**config.mk**
```make
export PLATFORM = sky130hd
export DESIGN_NAME = rect_flip_sched_flat
export DESIGN_NICKNAME = d
export VERILOG_FILES = /design/src/rtl/rect_pkg.sv /design/src/rtl/rect_flip_sched_if.sv /design/src/rtl/rect_cmd_fifo.sv /design/src/rtl/rect_flip_sched.sv /design/src/flat_wrapper.sv
export SDC_FILE = /design/constraint.sdc
export NUM_CORES = 1
export LEC_CHECK = 0
export ABC_CLOCK_PERIOD_IN_PS = 2600
export CORE_ASPECT_RATIO = 0.8
export CORE_UTILIZATION = 40
export CTS_CLUSTER_DIAMETER = 30
export DETAILED_ROUTE_END_ITERATION = 16
export PLACE_DENSITY = 0.73
export SYNTH_ARGS = -nofsm -noshare
export SYNTH_HDL_FRONTEND = slang
export SYNTH_SLANG_ARGS = --single-unit
```
**constraint.sdc**
```tcl
create_clock -name clk -period 2.6 [get_ports clk]
set_clock_uncertainty 0.2 [all_clocks]
set_input_delay 0.78 -clock clk [delete_from_list [all_inputs] [get_ports clk]]
set_output_delay 0.78 -clock clk [all_outputs]
set_load 0.05 [all_outputs]
```
**src/rtl/rect_pkg.sv**
```systemverilog
// rect_pkg: shared widths, command/state types and bit mapping for the rectangle-flip sequencer.
package rect_pkg;
    localparam int MAT_W = 16;
    localparam int IDX_W = 2;
    localparam int CNT_W = 8;
    typedef struct packed {
        logic [IDX_W-1:0] r1;
        logic [IDX_W-1:0] r2;
        logic [IDX_W-1:0] c1;
        logic [IDX_W-1:0] c2;
        logic             last;
    } rect_cmd_t;
    typedef enum logic [1:0] {IDLE, RUN, DONE} sched_state_e;
    // Column-major with (0,0) at the MSB; {c,r} is c*ROWS+r for the 4x4 matrix
    function automatic logic [3:0] bit_index(input logic [IDX_W-1:0] r, input logic [IDX_W-1:0] c);
        return 4'(MAT_W - 1) - {c, r};
    endfunction
endpackage

```
**src/rtl/rect_flip_sched_if.sv**
```systemverilog
// rect_flip_sched_if: load, command and result handshakes of the rectangle-flip sequencer.
interface rect_flip_sched_if;
    import rect_pkg::*;
    logic             load_valid, load_ready;
    logic [MAT_W-1:0] load_matrix;
    logic             cmd_valid, cmd_ready, cmd_last;
    logic [IDX_W-1:0] cmd_r1, cmd_r2, cmd_c1, cmd_c2;
    logic             res_valid, res_ready;
    logic [MAT_W-1:0] res_matrix;
    logic [CNT_W-1:0] res_applied, res_rejected;
    logic             busy;
    modport master (
        output load_valid, load_matrix, cmd_valid, cmd_r1, cmd_r2, cmd_c1, cmd_c2, cmd_last, res_ready,
        input  load_ready, cmd_ready, res_valid, res_matrix, res_applied, res_rejected, busy
    );
    modport slave (
        input  load_valid, load_matrix, cmd_valid, cmd_r1, cmd_r2, cmd_c1, cmd_c2, cmd_last, res_ready,
        output load_ready, cmd_ready, res_valid, res_matrix, res_applied, res_rejected, busy
    );
endinterface

```
**src/rtl/rect_cmd_fifo.sv**
```systemverilog
// rect_cmd_fifo: synchronous command FIFO with registered full/empty and same-cycle push/pop.
module rect_cmd_fifo import rect_pkg::*; #(
    parameter int DEPTH = 4
) (
    input  logic      clk,
    input  logic      rst_n,
    input  logic      clr,
    input  logic      push,
    input  logic      pop,
    input  rect_cmd_t din,
    output rect_cmd_t dout,
    output logic      full,
    output logic      empty
);
    localparam int AW = $clog2(DEPTH);
    typedef logic [AW:0] ptr_t;
    rect_cmd_t mem [DEPTH];
    ptr_t wr, rd, wr_nx, rd_nx;
    logic do_push, do_pop;
    assign do_push = push && !full;
    assign do_pop  = pop && !empty;
    assign wr_nx   = wr + ptr_t'(do_push);
    assign rd_nx   = rd + ptr_t'(do_pop);
    assign dout    = mem[rd[AW-1:0]];
    always_ff @(posedge clk) begin
        if (!rst_n || clr) begin
            wr    <= '0;
            rd    <= '0;
            full  <= 1'b0;
            empty <= 1'b1;
        end else begin
            wr    <= wr_nx;
            rd    <= rd_nx;
            full  <= wr_nx == {~rd_nx[AW], rd_nx[AW-1:0]};
            empty <= wr_nx == rd_nx;
        end
    end
    always_ff @(posedge clk) begin
        if (do_push) mem[wr[AW-1:0]] <= din;
    end
endmodule

```
**src/rtl/rect_flip_sched.sv**
```systemverilog
// rect_flip_sched: loads a 4x4 bit matrix, applies queued rectangle flips one per cycle,
// and returns the final matrix with applied/rejected counts.
module rect_flip_sched import rect_pkg::*; #(
    parameter int ROWS       = 4,
    parameter int COLS       = 4,
    parameter int FIFO_DEPTH = 4
) (
    input logic             clk,
    input logic             rst_n,
    rect_flip_sched_if.slave bus
);
    if (ROWS * COLS != MAT_W) begin : g_bad_shape
        $error("rect_flip_sched: ROWS*COLS must equal 16");
    end
    sched_state_e     state, state_nx;
    logic [MAT_W-1:0] matrix, mask;
    logic [CNT_W-1:0] applied, rejected;
    logic             last_seen, full, empty, load, push, pop, degen;
    rect_cmd_t        head, cmd_in;
    assign cmd_in = '{r1: bus.cmd_r1, r2: bus.cmd_r2, c1: bus.cmd_c1, c2: bus.cmd_c2, last: bus.cmd_last};
    assign degen  = head.r1 == head.r2 || head.c1 == head.c2;
    // OR of the four corners; a degenerate rectangle would alias corners, but it is never applied
    assign mask = (MAT_W'(1) << bit_index(head.r1, head.c1)) | (MAT_W'(1) << bit_index(head.r1, head.c2))
                | (MAT_W'(1) << bit_index(head.r2, head.c1)) | (MAT_W'(1) << bit_index(head.r2, head.c2));
    assign bus.res_matrix   = matrix;
    assign bus.res_applied  = applied;
    assign bus.res_rejected = rejected;
    rect_cmd_fifo #(.DEPTH(FIFO_DEPTH)) u_fifo (
        .clk(clk), .rst_n(rst_n), .clr(load), .push(push), .pop(pop),
        .din(cmd_in), .dout(head), .full(full), .empty(empty)
    );
    always_comb begin
        state_nx       = state;
        bus.load_ready = 1'b0;
        bus.cmd_ready  = 1'b0;
        bus.res_valid  = 1'b0;
        bus.busy       = 1'b0;
        load           = 1'b0;
        pop            = 1'b0;
        case (state)
            IDLE: begin
                bus.load_ready = 1'b1;
                load           = bus.load_valid;
                state_nx       = load ? RUN : IDLE;
            end
            RUN: begin
                bus.busy      = 1'b1;
                bus.cmd_ready = !full && !last_seen;
                pop           = !empty;
                state_nx      = pop && head.last ? DONE : RUN;
            end
            default: begin
                bus.busy      = 1'b1;
                bus.res_valid = 1'b1;
                state_nx      = bus.res_ready ? IDLE : DONE;
            end
        endcase
    end
    assign push = bus.cmd_valid && bus.cmd_ready;
    always_ff @(posedge clk) begin
        if (!rst_n) begin
            state     <= IDLE;
            matrix    <= '0;
            applied   <= '0;
            rejected  <= '0;
            last_seen <= 1'b0;
        end else begin
            state <= state_nx;
            if (load) begin
                matrix    <= bus.load_matrix;
                applied   <= '0;
                rejected  <= '0;
                last_seen <= 1'b0;
            end else begin
                if (push && bus.cmd_last) last_seen <= 1'b1;
                if (pop && degen && ~&rejected) rejected <= rejected + CNT_W'(1);
                if (pop && !degen) begin
                    matrix <= matrix ^ mask;
                    if (~&applied) applied <= applied + CNT_W'(1);
                end
            end
        end
    end
endmodule

```
**src/flat_wrapper.sv**
```systemverilog
// flat-port wrapper written by rule: the top's interface ports become plain ports
module rect_flip_sched_flat import rect_pkg::*;
#(
    parameter int ROWS       = 4,
    parameter int COLS       = 4,
    parameter int FIFO_DEPTH = 4
)
  (clk, rst_n, bus_load_valid, bus_load_matrix, bus_cmd_valid, bus_cmd_r1, bus_cmd_r2, bus_cmd_c1, bus_cmd_c2, bus_cmd_last, bus_res_ready, bus_load_ready, bus_cmd_ready, bus_res_valid, bus_res_matrix, bus_res_applied, bus_res_rejected, bus_busy);
  rect_flip_sched_if bus_i ();
  input logic clk;
  input logic rst_n;
  input wire logic [$bits(bus_i.load_valid)-1:0] bus_load_valid;
  input wire logic [$bits(bus_i.load_matrix)-1:0] bus_load_matrix;
  input wire logic [$bits(bus_i.cmd_valid)-1:0] bus_cmd_valid;
  input wire logic [$bits(bus_i.cmd_r1)-1:0] bus_cmd_r1;
  input wire logic [$bits(bus_i.cmd_r2)-1:0] bus_cmd_r2;
  input wire logic [$bits(bus_i.cmd_c1)-1:0] bus_cmd_c1;
  input wire logic [$bits(bus_i.cmd_c2)-1:0] bus_cmd_c2;
  input wire logic [$bits(bus_i.cmd_last)-1:0] bus_cmd_last;
  input wire logic [$bits(bus_i.res_ready)-1:0] bus_res_ready;
  output wire logic [$bits(bus_i.load_ready)-1:0] bus_load_ready;
  output wire logic [$bits(bus_i.cmd_ready)-1:0] bus_cmd_ready;
  output wire logic [$bits(bus_i.res_valid)-1:0] bus_res_valid;
  output wire logic [$bits(bus_i.res_matrix)-1:0] bus_res_matrix;
  output wire logic [$bits(bus_i.res_applied)-1:0] bus_res_applied;
  output wire logic [$bits(bus_i.res_rejected)-1:0] bus_res_rejected;
  output wire logic [$bits(bus_i.busy)-1:0] bus_busy;
  assign bus_i.load_valid = bus_load_valid;
  assign bus_i.load_matrix = bus_load_matrix;
  assign bus_i.cmd_valid = bus_cmd_valid;
  assign bus_i.cmd_r1 = bus_cmd_r1;
  assign bus_i.cmd_r2 = bus_cmd_r2;
  assign bus_i.cmd_c1 = bus_cmd_c1;
  assign bus_i.cmd_c2 = bus_cmd_c2;
  assign bus_i.cmd_last = bus_cmd_last;
  assign bus_i.res_ready = bus_res_ready;
  assign bus_load_ready = bus_i.load_ready;
  assign bus_cmd_ready = bus_i.cmd_ready;
  assign bus_res_valid = bus_i.res_valid;
  assign bus_res_matrix = bus_i.res_matrix;
  assign bus_res_applied = bus_i.res_applied;
  assign bus_res_rejected = bus_i.res_rejected;
  assign bus_busy = bus_i.busy;
  rect_flip_sched #(.ROWS(ROWS), .COLS(COLS), .FIFO_DEPTH(FIFO_DEPTH)) u_core (.clk(clk), .rst_n(rst_n), .bus(bus_i));
endmodule
```
==> summary.txt <==
Timing
  • RSZ-0062 raised after global routing: true
  • Slew at the pin closest to its max-slew limit: 759 ps
  • Final-report max-slew violation count: 0
  • Post-layout minimum cycle time: 2550 ps
  • Crit share post-route: 97.9%
  • Post-route setup slack: 53.3 ps
  • Worst slew margin: 48.9%
  • Setup violations, final: 0
  • Fin. Hold Viols: 0
  • Max Freq: 393 MHz
  • TNS Setup: 0 ps

Global routing
  • Number of global-route vias before repair: 2770
  • Initial antenna violation count: 0
  • Global Route Usage Sum: 19.2%
  • Remaining Overflow, GRT: 0
  • GRT Max-Usage Layer: met2
  • First-pass GRT wire length: 14000 um
  • M3 GR Usage: 3.61%
  • Met1 Use GR: 26.5%
  • Largest net degree at the start of global routing: 22
  • M2 GR Usage: 30.6%

Critical path
  • Worst reg2reg path depth: 7
  • Crit-path max cell delay: 830 ps
  • FF-to-FF End: u_core.bus.res_applied[4]
  • Startpoint Class: flip-flop
  • Setup crit end kind: output pin
  • Kind of critical path: reg2out
  • R2r setup slk: 60 ps
  • Worst-path cell chain: clkdlybuf4s50_1
  • Critical path's top delay family: buffers and inverters
  • CP max-delay cell: clkdlybuf4s50_1
  • Critical-path maximum fanout: 6
  • Reg2reg start: u_core.u_fifo.rd[0]
  • CP required: 1620 ps
  • Crit path buf inv count: 1
  • Critical Path AT: 1570 ps

Yosys
  • Synth Net Count: 368
  • FFs w/ async S/R, synth: 0%
  • Ys flop type: dfxtp_1
  • Cell taking the most area after synthesis: edfxtp_1
  • Synth top area cells: edfxtp_1 (29%), dfxtp_1 (23%), mux4_2 (4.8%)
  • Mapped Cells: 332
  • Synthesized area: 3720 sq um
  • Yosys warns: 0
  • Synth cell types: 59
  • Area share of the largest cell type after synthesis: 29.0%
  • Register bit total from synthesis: 79
  • Count of flip-flops with a built-in enable after synthesis: 36
  • Synth Area per Inst: 11.2 sq um
  • Post-synthesis sequential area ratio: 52.2%

Route
  • First DRT Iteration DRCs: 142
  • Routed WL: 8890 um
  • DRT antenna net count: 0
  • Drt first pass iters: 5
  • Number of remaining DRC errors: 0
  • Via/cell ratio: 5.55
  • Via count: 2986
  • Routed len/inst: 16.5 um

Outcome
  • Status: complete, no violations

Power and ir drop
  • Cell Pwr Density: 593 nW/um^2
  • Maximum VDD drop: 0.000367 V
  • Leak Pwr: 1.80 nW

Final layout
  • Final #Nets: 454
  • Fillers: 761
  • Antenna diodes: 0
  • Area Overhead vs Synth: 35.6%
  • Design area: 5050 sq um
  • Share of cells above drive strength 1: 17.7%
  • Final Util: 55.9%

Die
  • Die X: 110 um
  • Initial Util: 41.2%
  • Chip Height: 88.3 um
  • I/O Pins: 66
  • Core Rows: 31
  • Core Area: 9040 sq um
  • Die area: 9700 sq um

Worst hold path
  • Worst Hold Class: reg2reg
  • Hold depth: 2
  • Worst hold endpoint: u_core.bus.res_matrix[14]
  • Hold Crit Start: u_core.bus.res_matrix[14]

Clock network
  • Htree depth: 3
  • Root buffer cell: clkbuf_16
  • CTS sink cnt: 79
  • Max clock buf depth: 2
  • Worst skew pair latency: 330 ps
  • Total CTS buffers: 9
  • Clock slew at reported path FFs: 60 ps
  • # hold bufs at CTS: 0
  • TritonCTS clock tree: done

Placed design
  • Setup slack at placement: -125 ps
  • Gpl congestion: 0.838
  • Post-DP Area: 4700 sq um
  • Port Buffer Count: 65
  • Post-DP HPWL: 6500 um

Flow run
  • Maxcap violations: 0
[placed cells by master (no fill, tap or decap), types with 11 or more instances in the layout]
cell type	netlist	layout
nand2b_1	11	11
buf_4	1	23
nand2_1	21	21
edfxtp_1	36	36
clkdlybuf4s50_1	0	57
dfxtp_1	43	43
o21ai_0	16	16
a21oi_1	16	15
nor2_1	19	18
o311ai_0	12	12
[worst max-delay path by stage]
stage | start | to | slack, ps | depth (start not counted)
after detailed placement | u_core.u_fifo.rd[0] | u_core.bus.res_matrix[6] | -120 | 6
after global routing | u_core.u_fifo.rd[0] | u_core.bus.res_applied[4] | -10 | 7
after floorplan | u_core.state[1] | u_core.u_fifo.empty | 60 | 8
after global placement | u_core.u_fifo.rd[0] | u_core.bus.res_matrix[7] | -40 | 6
final | u_core.state[1] | bus_res_valid | 50 | 1
after CTS | u_core.u_fifo.rd[0] | u_core.bus.res_applied[4] | 10 | 7
[power by group]
| group | internal, mW | switching, mW | leakage [nW] |
|---|---|---|---|
| registers | 1.33 | 0.0181 | 0.674 |
| logic | 0.180 | 0.235 | 0.983 |
| clock network | 0.747 | 0.488 | 0.140 |
[flip-flops by register name, indices dropped and copies added, names as in the netlist]
signal,count
u_core.u_fifo.full,1
u_core.u_fifo.mem,36
u_core.bus.res_applied,8
u_core.u_fifo.empty,1
u_core.u_fifo.wr,3
u_core.u_fifo.rd,3
u_core.last_seen,1
u_core.bus.res_matrix,16
u_core.bus.res_rejected,8
u_core.state,2
[routing by layer]
metal  vias up  routed length (um)  part of all wire, %
met5         -                   0                    0
met2        96                4050                   46
met4         0                 104                  1.2
li1       1449                   -                    -
met1      1428                4160                   47
met3        13                 583                  6.6
[through the flow]
step	std cells	power (mW)	hold slack [ps]
after floorplan	332	1.60	257
after global placement	520	1.77	263
after detailed placement	520	1.78	279
after CTS	536	3.01	295
after global routing	538	3.09	315
final	538	2.99	300
[timing repair]
action                                  4_1_cts  5_1_grt
endpoints found under the setup margin       15        8
pin swaps                                     0        2
resized for setup                             4        7
buffers inserted                              0        2
[worst reg2reg max path: cells and delay by family, from the launching register on]
kind,cells,cell delay [ps]
flip-flops,1,350
XOR/XNOR,1,260
AO/OA/AOI/OAI,1,160
multiplexers,1,610
AND/OR/NAND/NOR,2,540
buffers and inverters,2,350
[cells by family (layout without fill, tap and decap cells)]
group | count (synthesis) | after routing | share of synthesized area [%]
simple gates | 102 | 102 | 14.7
compound gates | 92 | 92 | 17.3
flops | 79 | 79 | 52.2
buf+inv | 26 | 117 | 3.23
xor+xnor | 17 | 17 | 4.81
mux | 10 | 10 | 5.81
fa+ha+maj | 6 | 6 | 2.02
[layout make-up]
class	instances	area [sq um]	area share, %
timing repair buffer	91	918	18.2
inverter	10	37.5	0.743
clock inverter	5	60.1	1.19
tap	115	144	2.85
sequential	79	1940	38.5
multi-input combinational	227	1720	34.0
clock buffer	11	233	4.61
[cells in the mapped netlist, types with 2 or more instances]
cell type and count:
a21oi_1 16, a22oi_1 7, a31o_2 2, a31oi_1 2
a32oi_1 6, and2_1 4, and3_1 2, and4_1 2
buf_2 2, buf_6 2, clkbuf_1 9, dfxtp_1 43
edfxtp_1 36, ha_1 6, inv_1 9, mux4_2 8
nand2_1 21, nand2b_1 11, nand3_1 8, nand3b_1 2
nor2_1 19, nor2b_1 6, nor3_1 4, nor3b_1 4
nor4_1 5, o21ai_0 16, o21ai_1 6, o22ai_1 4
o311ai_0 12, o311ai_1 2, o31a_1 4, o31ai_1 2
o41ai_1 2, or2_2 4, or3_1 4, or4_1 3
xnor2_1 9, xnor2_2 4, xor2_1 4
(Power assumes the default switching activity.)
